**config.mk**
```make
export PLATFORM = sky130hd
export DESIGN_NAME = div_ctrl
export DESIGN_NICKNAME = d
export VERILOG_FILES = /design/src/rtl/div_ctrl_pkg.sv /design/src/rtl/div_step.sv /design/src/rtl/div_ctrl.sv
export SDC_FILE = /design/constraint.sdc
export NUM_CORES = 1
export LEC_CHECK = 0
export ABC_AREA = 1
export CAP_MARGIN = 30
export CORE_MARGIN = 3
export CORE_UTILIZATION = 53
export CTS_CLUSTER_DIAMETER = 30
export CTS_CLUSTER_SIZE = 30
export DETAILED_ROUTE_END_ITERATION = 10
export GPL_TIMING_DRIVEN = 0
export PLACE_DENSITY = 0.77
export SYNTH_ARGS = -nofsm -noshare
export SYNTH_HDL_FRONTEND = slang
export SYNTH_SLANG_ARGS = --single-unit
```
**constraint.sdc**
```tcl
create_clock -name clk -period 3.74 [get_ports clk]
set_clock_uncertainty 0.15 [all_clocks]
set_input_delay 0.935 -clock clk [delete_from_list [all_inputs] [get_ports clk]]
set_output_delay 0.935 -clock clk [all_outputs]
set_load 0.05 [all_outputs]
```
**src/rtl/div_ctrl_pkg.sv**
```systemverilog
// Shared definitions for the iterative divider: ALU op codes, FSM state
// encodings, iteration count and a two's-complement helper.
package div_ctrl_pkg;

  localparam logic [7:0] EXE_DIV_OP  = 8'b0001_1010;
  localparam logic [7:0] EXE_DIVU_OP = 8'b0001_1011;

  localparam int DIV_CYCLES = 32;
  localparam int CNT_W      = $clog2(DIV_CYCLES);

  typedef enum logic [1:0] {
    IDLE    = 2'b00,
    DIVZERO = 2'b01,
    BUSY    = 2'b10,
    DONE    = 2'b11
  } div_state_e;

  function automatic logic [31:0] twos_neg(input logic [31:0] v);
    return ~v + 32'd1;
  endfunction

endpackage

```
**src/rtl/div_step.sv**
```systemverilog
// One restoring shift-subtract iteration of the unsigned divider.
module div_step (
  input  logic [31:0] rem,
  input  logic        dividend_msb,
  input  logic [31:0] divisor,
  output logic [31:0] rem_next,
  output logic        q_bit
);

  logic [32:0] partial;
  logic [32:0] diff;

  assign partial = {rem, dividend_msb};
  assign diff    = partial - {1'b0, divisor};

  // rem < divisor always holds, so a set bit 32 of diff means a borrow.
  assign q_bit    = ~diff[32];
  assign rem_next = q_bit ? diff[31:0] : partial[31:0];

endmodule

```
**src/rtl/div_ctrl.sv**
```systemverilog
// Multi-cycle DIV/DIVU controller: operand capture, 32-iteration restoring
// divide, sign fix-up and pipeline stall/ready handshake.
module div_ctrl
  import div_ctrl_pkg::*;
(
  input  logic        clk,
  input  logic        resetn,
  input  logic        start,
  input  logic        signed_div,
  input  logic [31:0] opdata1,
  input  logic [31:0] opdata2,
  input  logic        annul,
  input  logic        ext_stall,
  output logic        stall,
  output logic        ready,
  output logic [63:0] result
);

  div_state_e       state;
  logic [CNT_W-1:0] count;
  logic [31:0]      divisor;
  logic [31:0]      rem;
  logic [31:0]      dq;
  logic             neg_q;
  logic             neg_r;

  logic [31:0] rem_next;
  logic        q_bit;
  logic [31:0] q_next;
  logic [31:0] abs1;
  logic [31:0] abs2;

  div_step u_step (
    .rem         (rem),
    .dividend_msb(dq[31]),
    .divisor     (divisor),
    .rem_next    (rem_next),
    .q_bit       (q_bit)
  );

  // Dividend bits shift out of dq's top while quotient bits shift in below.
  assign q_next = {dq[30:0], q_bit};
  assign abs1   = (signed_div && opdata1[31]) ? twos_neg(opdata1) : opdata1;
  assign abs2   = (signed_div && opdata2[31]) ? twos_neg(opdata2) : opdata2;

  assign ready = (state == DONE) && !annul;
  assign stall = resetn && !annul &&
                 (((state == IDLE) && start) || (state == BUSY) || (state == DIVZERO));

  // NOTE: state registers use non-blocking assignments so every register
  // samples the pre-edge values of the others, independent of statement order.
  always_ff @(posedge clk or negedge resetn) begin
    if (!resetn) begin
      state   <= IDLE;
      count   <= '0;
      divisor <= '0;
      rem     <= '0;
      dq      <= '0;
      neg_q   <= 1'b0;
      neg_r   <= 1'b0;
      result  <= '0;
    end else begin
      unique case (state)
        IDLE: begin
          if (start && !annul) begin
            divisor <= abs2;
            dq      <= abs1;
            rem     <= '0;
            count   <= '0;
            neg_q   <= signed_div && (opdata1[31] ^ opdata2[31]);
            neg_r   <= signed_div && opdata1[31];
            state   <= (opdata2 == 32'd0) ? DIVZERO : BUSY;
          end
        end
        DIVZERO: begin
          if (annul) begin
            state <= IDLE;
          end else begin
            result <= '0;
            state  <= DONE;
          end
        end
        BUSY: begin
          if (annul) begin
            state <= IDLE;
          end else begin
            rem   <= rem_next;
            dq    <= q_next;
            count <= count + 1'b1;
            if (count == CNT_W'(DIV_CYCLES - 1)) begin
              result <= {neg_r ? twos_neg(rem_next) : rem_next,
                         neg_q ? twos_neg(q_next)   : q_next};
              state  <= DONE;
            end
          end
        end
        DONE: begin
          // Leaving DONE on !ext_stall is the pipeline advance; a start seen
          // in IDLE afterwards belongs to the next instruction.
          if (annul || !ext_stall) state <= IDLE;
        end
      endcase
    end
  end

endmodule

```
==> After elaboration in Yosys (flattened, before gate mapping) <==
Index checks and enable logic that the tools add are counted.
{ "word_totals": {"wordCells": 76, "output_inout_bits": 66, "register_bits": 169, "inputBits": 70} }
{ "op_classes": {"n_reduce_logical": 21, "bitwise": 6, "add_sub_neg": 6, "n_eq_ne": 10, "n_mux": 25} }
{ "op_table": {"columns": ["cell", "n"], "rows": [
  ["$mux W32", 9],
  ["$mux W64", 3],
  ["$add A32 B1 Y32 const B", 4],
  ["$not A32 Y32", 4],
  ["$pmux W32 S2", 2],
  ["$pmux W64 S2", 1],
  ["$sub A33 B32 Y33", 1],
  ["$logic_not A32 Y1", 1],
  ["$mux W2", 6],
  ["$mux W5", 2],
  ["$pmux W5 S2", 1],
  ["$logic_and A1 B1 Y1", 8],
  ["$pmux W2 S4", 1],
  ["$ne A2 B1 Y1 const B", 3],
  ["$reduce_and A3 Y1", 2],
  ["$add A5 B1 Y5 const B", 1],
  ["$eq A5 B5 Y1 const B", 1],
  ["$eq A2 B2 Y1 const B", 2],
  ["$ne A2 B2 Y1 const B", 2],
  ["$reduce_and A4 Y1", 1],
  ["$reduce_bool A2 Y1", 2],
  ["$logic_or A1 B1 Y1", 3],
  ["$ne A3 B2 Y1 const B", 1],
  ["$eq A2 B1 Y1 const B", 1],
  ["5 further kinds", 6]
]} }

==> Longest topological paths before layout <==
{ "depth": {"ltp_word": 8, "ltp_mapped": 30, "depth_no_buf": 28} }

==> Modules after synthesis <==
Synthesis repeated with hierarchy kept, for this count alone.
{ "unflattened": {"hier_cells": 2195, "area_unflattened_um2": 13496.7} }
{ "modules_own_cells": {"columns": ["mod", "instances", "seq_area_each_um2", "cells_each", "area_each_um2"], "rows": [
  ["div_ctrl", 1, 4229.1, 1515, 10346.2],
  ["div_step", 1, 0.0, 680, 3150.5]
]} }

==> Least setup slack after synthesis <==
No wires, ideal clock.
{ "synth_path": {"kind": "reg-to-reg", "from": "register dq[31]", "to": "register result[28]", "period_less_slack_ps": 4117, "arrival_ps": 3844, "required_time_ps": 3467, "stages_incl_launch_ff": 30, "path_slack_ps": -377, "n_path_buf": 2, "setup_time_ps": 123, "cell_sequence": "dfrtp_1 -> inv_1 -> ha_1 -> inv_1 -> fa_1 -> nand2_1 -> nand2_1 -> nand3b_1 -> nand2_2 -> nand2_2 -> nand2_2 -> nand2_4 -> nand3_2 -> nand2_4 -> buf_8 -> buf_6 -> ha_1 -> inv_1 -> nor3_1 -> nand3_1 -> nor3_1 -> nand4_1 -> o21ai_1 -> nand2_1 -> a21oi_1 -> inv_1 -> a21oi_1 -> a21oi_1 -> o21ai_0 -> nand2_1"} }
{ "synth_via": {"elab_chain_cells": 8} }
{ "synth_rtl": {"columns": ["item", "line_no", "rtl"], "rows": [
  ["start: declaration", "div_ctrl.sv:23", "logic [31:0] dq;"],
  ["start signal: assignment", "div_ctrl.sv:67", "dq <= abs1;"],
  ["start signal: assignment", "div_ctrl.sv:88", "dq <= q_next;"],
  ["$sub A33 B32 Y33", "div_step.sv:14", "assign diff = partial - {1'b0, divisor};"],
  ["$not A1 Y1", "div_step.sv:17", "assign q_bit = ~diff[32];"],
  ["$not A32 Y32", "div_ctrl_pkg.sv:19", "return ~v + 32'd1;"],
  ["$add A32 B1 Y32", "div_ctrl_pkg.sv:19", null],
  ["$mux W32", "div_ctrl.sv:92", "neg_q ? twos_neg(q_next) : q_next};"],
  ["$mux W64", "div_ctrl.sv:90", "if (count == CNT_W'(DIV_CYCLES - 1)) begin"],
  ["$mux W64", "div_ctrl.sv:84", "if (annul) begin"],
  ["$pmux W64 S2", "div_ctrl.sv:63", "unique case (state)"],
  ["end signal: assignment", "div_ctrl.sv:91", "result <= {neg_r ? twos_neg(rem_next) : rem_next,"],
  ["end: declaration", "div_ctrl.sv:16", "output logic [63:0] result"]
]} }
Every way passes these cells. The select of a mux whose other input is x is not followed.
A chain may end at the register's enable or synchronous reset.

==> Worst setup path in the final report <==
{ "layout_path": {"from": "register dq[31]", "to": "register result[30]"} }
The elaborated chain is that of the path after synthesis.

==> parameters.txt <==
Parameter                              Value

Outcome
  Outcome ... finished with violations
  Violated checks ... negative setup slack

Setup path
  CP Data Arrival Time ... 4.15 ns
  Highest fanout seen on the critical path ... 3
  R2R depth ... 27
  Crit path required time ... 3.92 ns
  Category of the worst setup path launch point ... register
  Slowest cell on the critical path ... sky130_fd_sc_hd__dfrtp_1
  Crit end category ... register
  Maximum single-stage delay on the critical path ... 0.38 ns
  Most used cell, CP ... sky130_fd_sc_hd__nand2_2
  Critical path class ... reg2reg

Layout
  Filler cells ... 2192
  Antenna cell count ... 0
  Final nets ... 2359
  Area grow syn2layout ... 22.9%
  Share of cells above drive strength 1 ... 9.61%
  Final core area utilization ... 66.5%

STA
  Least-Margin Pin Slew ... 0.747 ns
  Count of final max-slew check failures ... 0
  Final setup violation count ... 7
  Worst slew margin ... 50.0%
  Post-route minimum period ... 3.97 ns
  Post-route worst setup slack ... -0.229 ns
  Unrepaired setup endpoints after global routing ... true
  Hold violation total from the final report ... 0
  Highest achievable clock rate ... 252 MHz
  Part of the cycle the worst path needs ... 106%

Yosys
  Synth area leader ... sky130_fd_sc_hd__dfrtp_1
  Number of synthesized flops with an enable pin ... 0
  Syn Std Cell Area ... 0.0132 mm2
  Async S/R FF share, synth ... 100%
  Fraction of the yosys area taken by sequential cells ... 32.0%
  Number of instances in the synthesized netlist ... 2069
  Top post-synthesis cells by area ... sky130_fd_sc_hd__dfrtp_1, sky130_fd_sc_hd__nand2_1, sky130_fd_sc_hd__inv_1
  Most instantiated flip-flop cell in the synthesis netlist ... sky130_fd_sc_hd__dfrtp_1
  Avg Synthesized Cell Area ... 6.40 um2
  Net count after synthesis ... 2182
  Top cells by instance count after synthesis ... sky130_fd_sc_hd__nand2_1, sky130_fd_sc_hd__inv_1, sky130_fd_sc_hd__o21ai_0, sky130_fd_sc_hd__nor2_1, sky130_fd_sc_hd__dfrtp_1
  #FFs+latches synth ... 169
  Most repeated cell in the gate-level netlist after synthesis ... sky130_fd_sc_hd__nand2_1
  Synthesis warning total ... 0
  Count of cell types in the netlist ... 52
  Area share of the largest cell type after synthesis ... 32.0%

Drt
  Iter 0 DRT Violations ... 1505
  Total wire length after detailed routing ... 44400 um
  Count of vias placed by the detailed router ... 14375
  Remaining design rule violation count ... 0
  Antenna Violating Nets Remaining ... 0
  Routed vias/inst ... 5.57
  1st-pass router iterations ... 6
  Post-DR wirelength/cell ... 17.2 um

Power
  PD cells ... 1060 mW/mm2
  Static Leak ... 8.03 nW
  Largest voltage drop on the vdd net ... 470 uV
  Pwr Total ... 17.3 mW

Floorplanning
  Cell Rows ... 57
  Floorplan die width ... 164 um
  Placeable Area ... 0.0245 mm2
  Effective utilization at floorplan ... 54.1%
  Die Y ... 164 um
  Area of the die ... 0.0269 mm2
  Number of top-level pins ... 136

Clocking
  Clock tree from TritonCTS ... built
  Max Root-Sink Buffers ... 2
  Clock root buffer master ... sky130_fd_sc_hd__clkbuf_16
  Clk_lat worst skew ... 0.44 ns
  Clock sink count ... 169
  Clock buffers created by TritonCTS ... 17
  Clock slew seen by the registers of the worst setup and hold paths ... 0.07 ns
  H-tree depth reported by CTS ... 4

Global routing
  Vias in the first global route ... 13504
  Largest net degree at the start of global routing ... 87
  Global routing usage summed across all routing layers ... 32.9%
  Global-route wire length before repair ... 69500 um
  Antenna violations before repair ... 1
  Grt total ovfl ... 0

Hold path
  Worst hold path type ... in2async

Run
  Maximum capacitance violations ... 0

Placement
  Routability cong. ... 0.975
  Total of buffers placed on input and output ports ... 135
  Post-DP HPWL ... 34200 um
report_power, final:
group	total, mW	switching (mW)	internal [mW]
combinational	12.5	8.40	4.15
clock	1.81	0.866	0.947
sequential	2.96	0.594	2.37
repair_timing:
item                                   CTS  global route
gates resized for setup                 37            50
cloned                                   1             0
endpoints found under the hold margin    0             0
pin swaps                                9            20
setup endpoints to repair               33            62
setup buffers                           11            13
hold buffers                             0             0
flip-flops by register name, summed over array words and instances (netlist names):
name and cells:
result 64, divisor 32, dq 32, rem 32, count 5, state 2
neg_q 1, neg_r 1
final timing paths:
path / startpoint / to / slack, ns
setup / recovery: dq[31] / result[30] / -0.23
hold / removal: resetn / divisor[19] / 0.33
setup reg to reg: dq[31] / result[30] / -0.23
hold reg to reg: result[57] / result[57] / 0.33
max in group asynchronous: resetn / rem[11] / 2.22
min in group clk: result[57] / result[57] / 0.33
final cells by class:
type | instances | area (um2) | area share, %
Buffer | 58 | 284 | 1.75
Clock buffer | 18 | 429 | 2.64
Clock inverter | 14 | 156 | 0.962
Inverter | 290 | 1090 | 6.73
Multi-Input combinational cell | 1550 | 8100 | 49.8
Sequential cell | 169 | 4230 | 26.0
Tap cell | 324 | 405 | 2.49
Timing Repair Buffer | 160 | 1560 | 9.58
logic make-up (layout without fill, tap and decap cells):
| family | count (synthesis) | in the layout | share of synthesized area (%) |
|---|---|---|---|
| AO/OA/AOI/OAI | 348 | 348 | 14.4 |
| adder cells (fa/ha/maj) | 43 | 43 | 4.12 |
| buffers and inverters | 351 | 540 | 10.6 |
| XOR/XNOR | 58 | 58 | 3.84 |
| AND/OR/NAND/NOR | 1100 | 1101 | 35.2 |
| flip-flops | 169 | 169 | 32.0 |
cells in the final DEF, fill, tap and decap left out, types with 5 or more instances in the layout:
master                            Yosys  routed
sky130_fd_sc_hd__nor3_1              29      26
sky130_fd_sc_hd__a21oi_1             81      76
sky130_fd_sc_hd__buf_2                4       5
sky130_fd_sc_hd__clkbuf_16            0      17
sky130_fd_sc_hd__nor2_2              12      18
sky130_fd_sc_hd__xor2_1              39      39
sky130_fd_sc_hd__nand3_1            104     103
sky130_fd_sc_hd__o22ai_1             28      28
sky130_fd_sc_hd__o211ai_1            21      21
sky130_fd_sc_hd__clkdlybuf4s50_1      0     133
sky130_fd_sc_hd__nand3b_1             8       8
sky130_fd_sc_hd__xnor2_1             19      19
sky130_fd_sc_hd__buf_4                4      28
sky130_fd_sc_hd__inv_1              277     266
sky130_fd_sc_hd__nor2_1             174     166
sky130_fd_sc_hd__nand2_4              6       6
sky130_fd_sc_hd__o21ai_1             19      24
sky130_fd_sc_hd__a21oi_2              1       5
sky130_fd_sc_hd__dfrtp_1            169     165
sky130_fd_sc_hd__nand2_1            695     688
sky130_fd_sc_hd__nand4_1             22      22
sky130_fd_sc_hd__o21ai_0            177     167
sky130_fd_sc_hd__inv_2                9      19
sky130_fd_sc_hd__clkbuf_1            42      40
sky130_fd_sc_hd__ha_1                42      15
sky130_fd_sc_hd__nand2_2             26      32
sky130_fd_sc_hd__inv_6                0       5
sky130_fd_sc_hd__nor4_1               5       5
sky130_fd_sc_hd__ha_4                 0      25
sky130_fd_sc_hd__o21ai_2              1       6
routing by layer:
layer / track usage, % / vias to the layer above / part of all wire [%]
met4: 16.1 / 2 / 5.0
met1: 41.9 / 6665 / 41
li1: - / 6961 / -
met5: 0 / - / 0.032
met3: 5.50 / 133 / 7.2
met2: 54.2 / 614 / 47
worst max-delay path, delay by kind of cell, from the launching register on:
family	cells	cell delay, ns
buffers and inverters	4	0.25
AOI/OAI and AO/OA	5	0.74
adders and majority gates	3	0.65
and+or+nand+nor	15	1.69
DFF	1	0.38
metrics by stage:
step	setup TNS (ns)	std cells	instance area [um2]	hold slack [ns]	setup slack [ns]
6_report	-0.952	2583	16300	0.332	-0.229
3_3_place_gp	-976.77	2528	15100	0.314	-5.90
2_1_floorplan	-0.356	2069	13300	0.303	-0.154
4_1_cts	-0.0939	2572	16000	0.337	-0.0939
3_5_place_dp	-21.45	2530	15100	0.316	-0.897
5_1_grt	-2.61	2583	16300	0.352	-0.413
No activity file was read; power rests on OpenSTA's default activity.
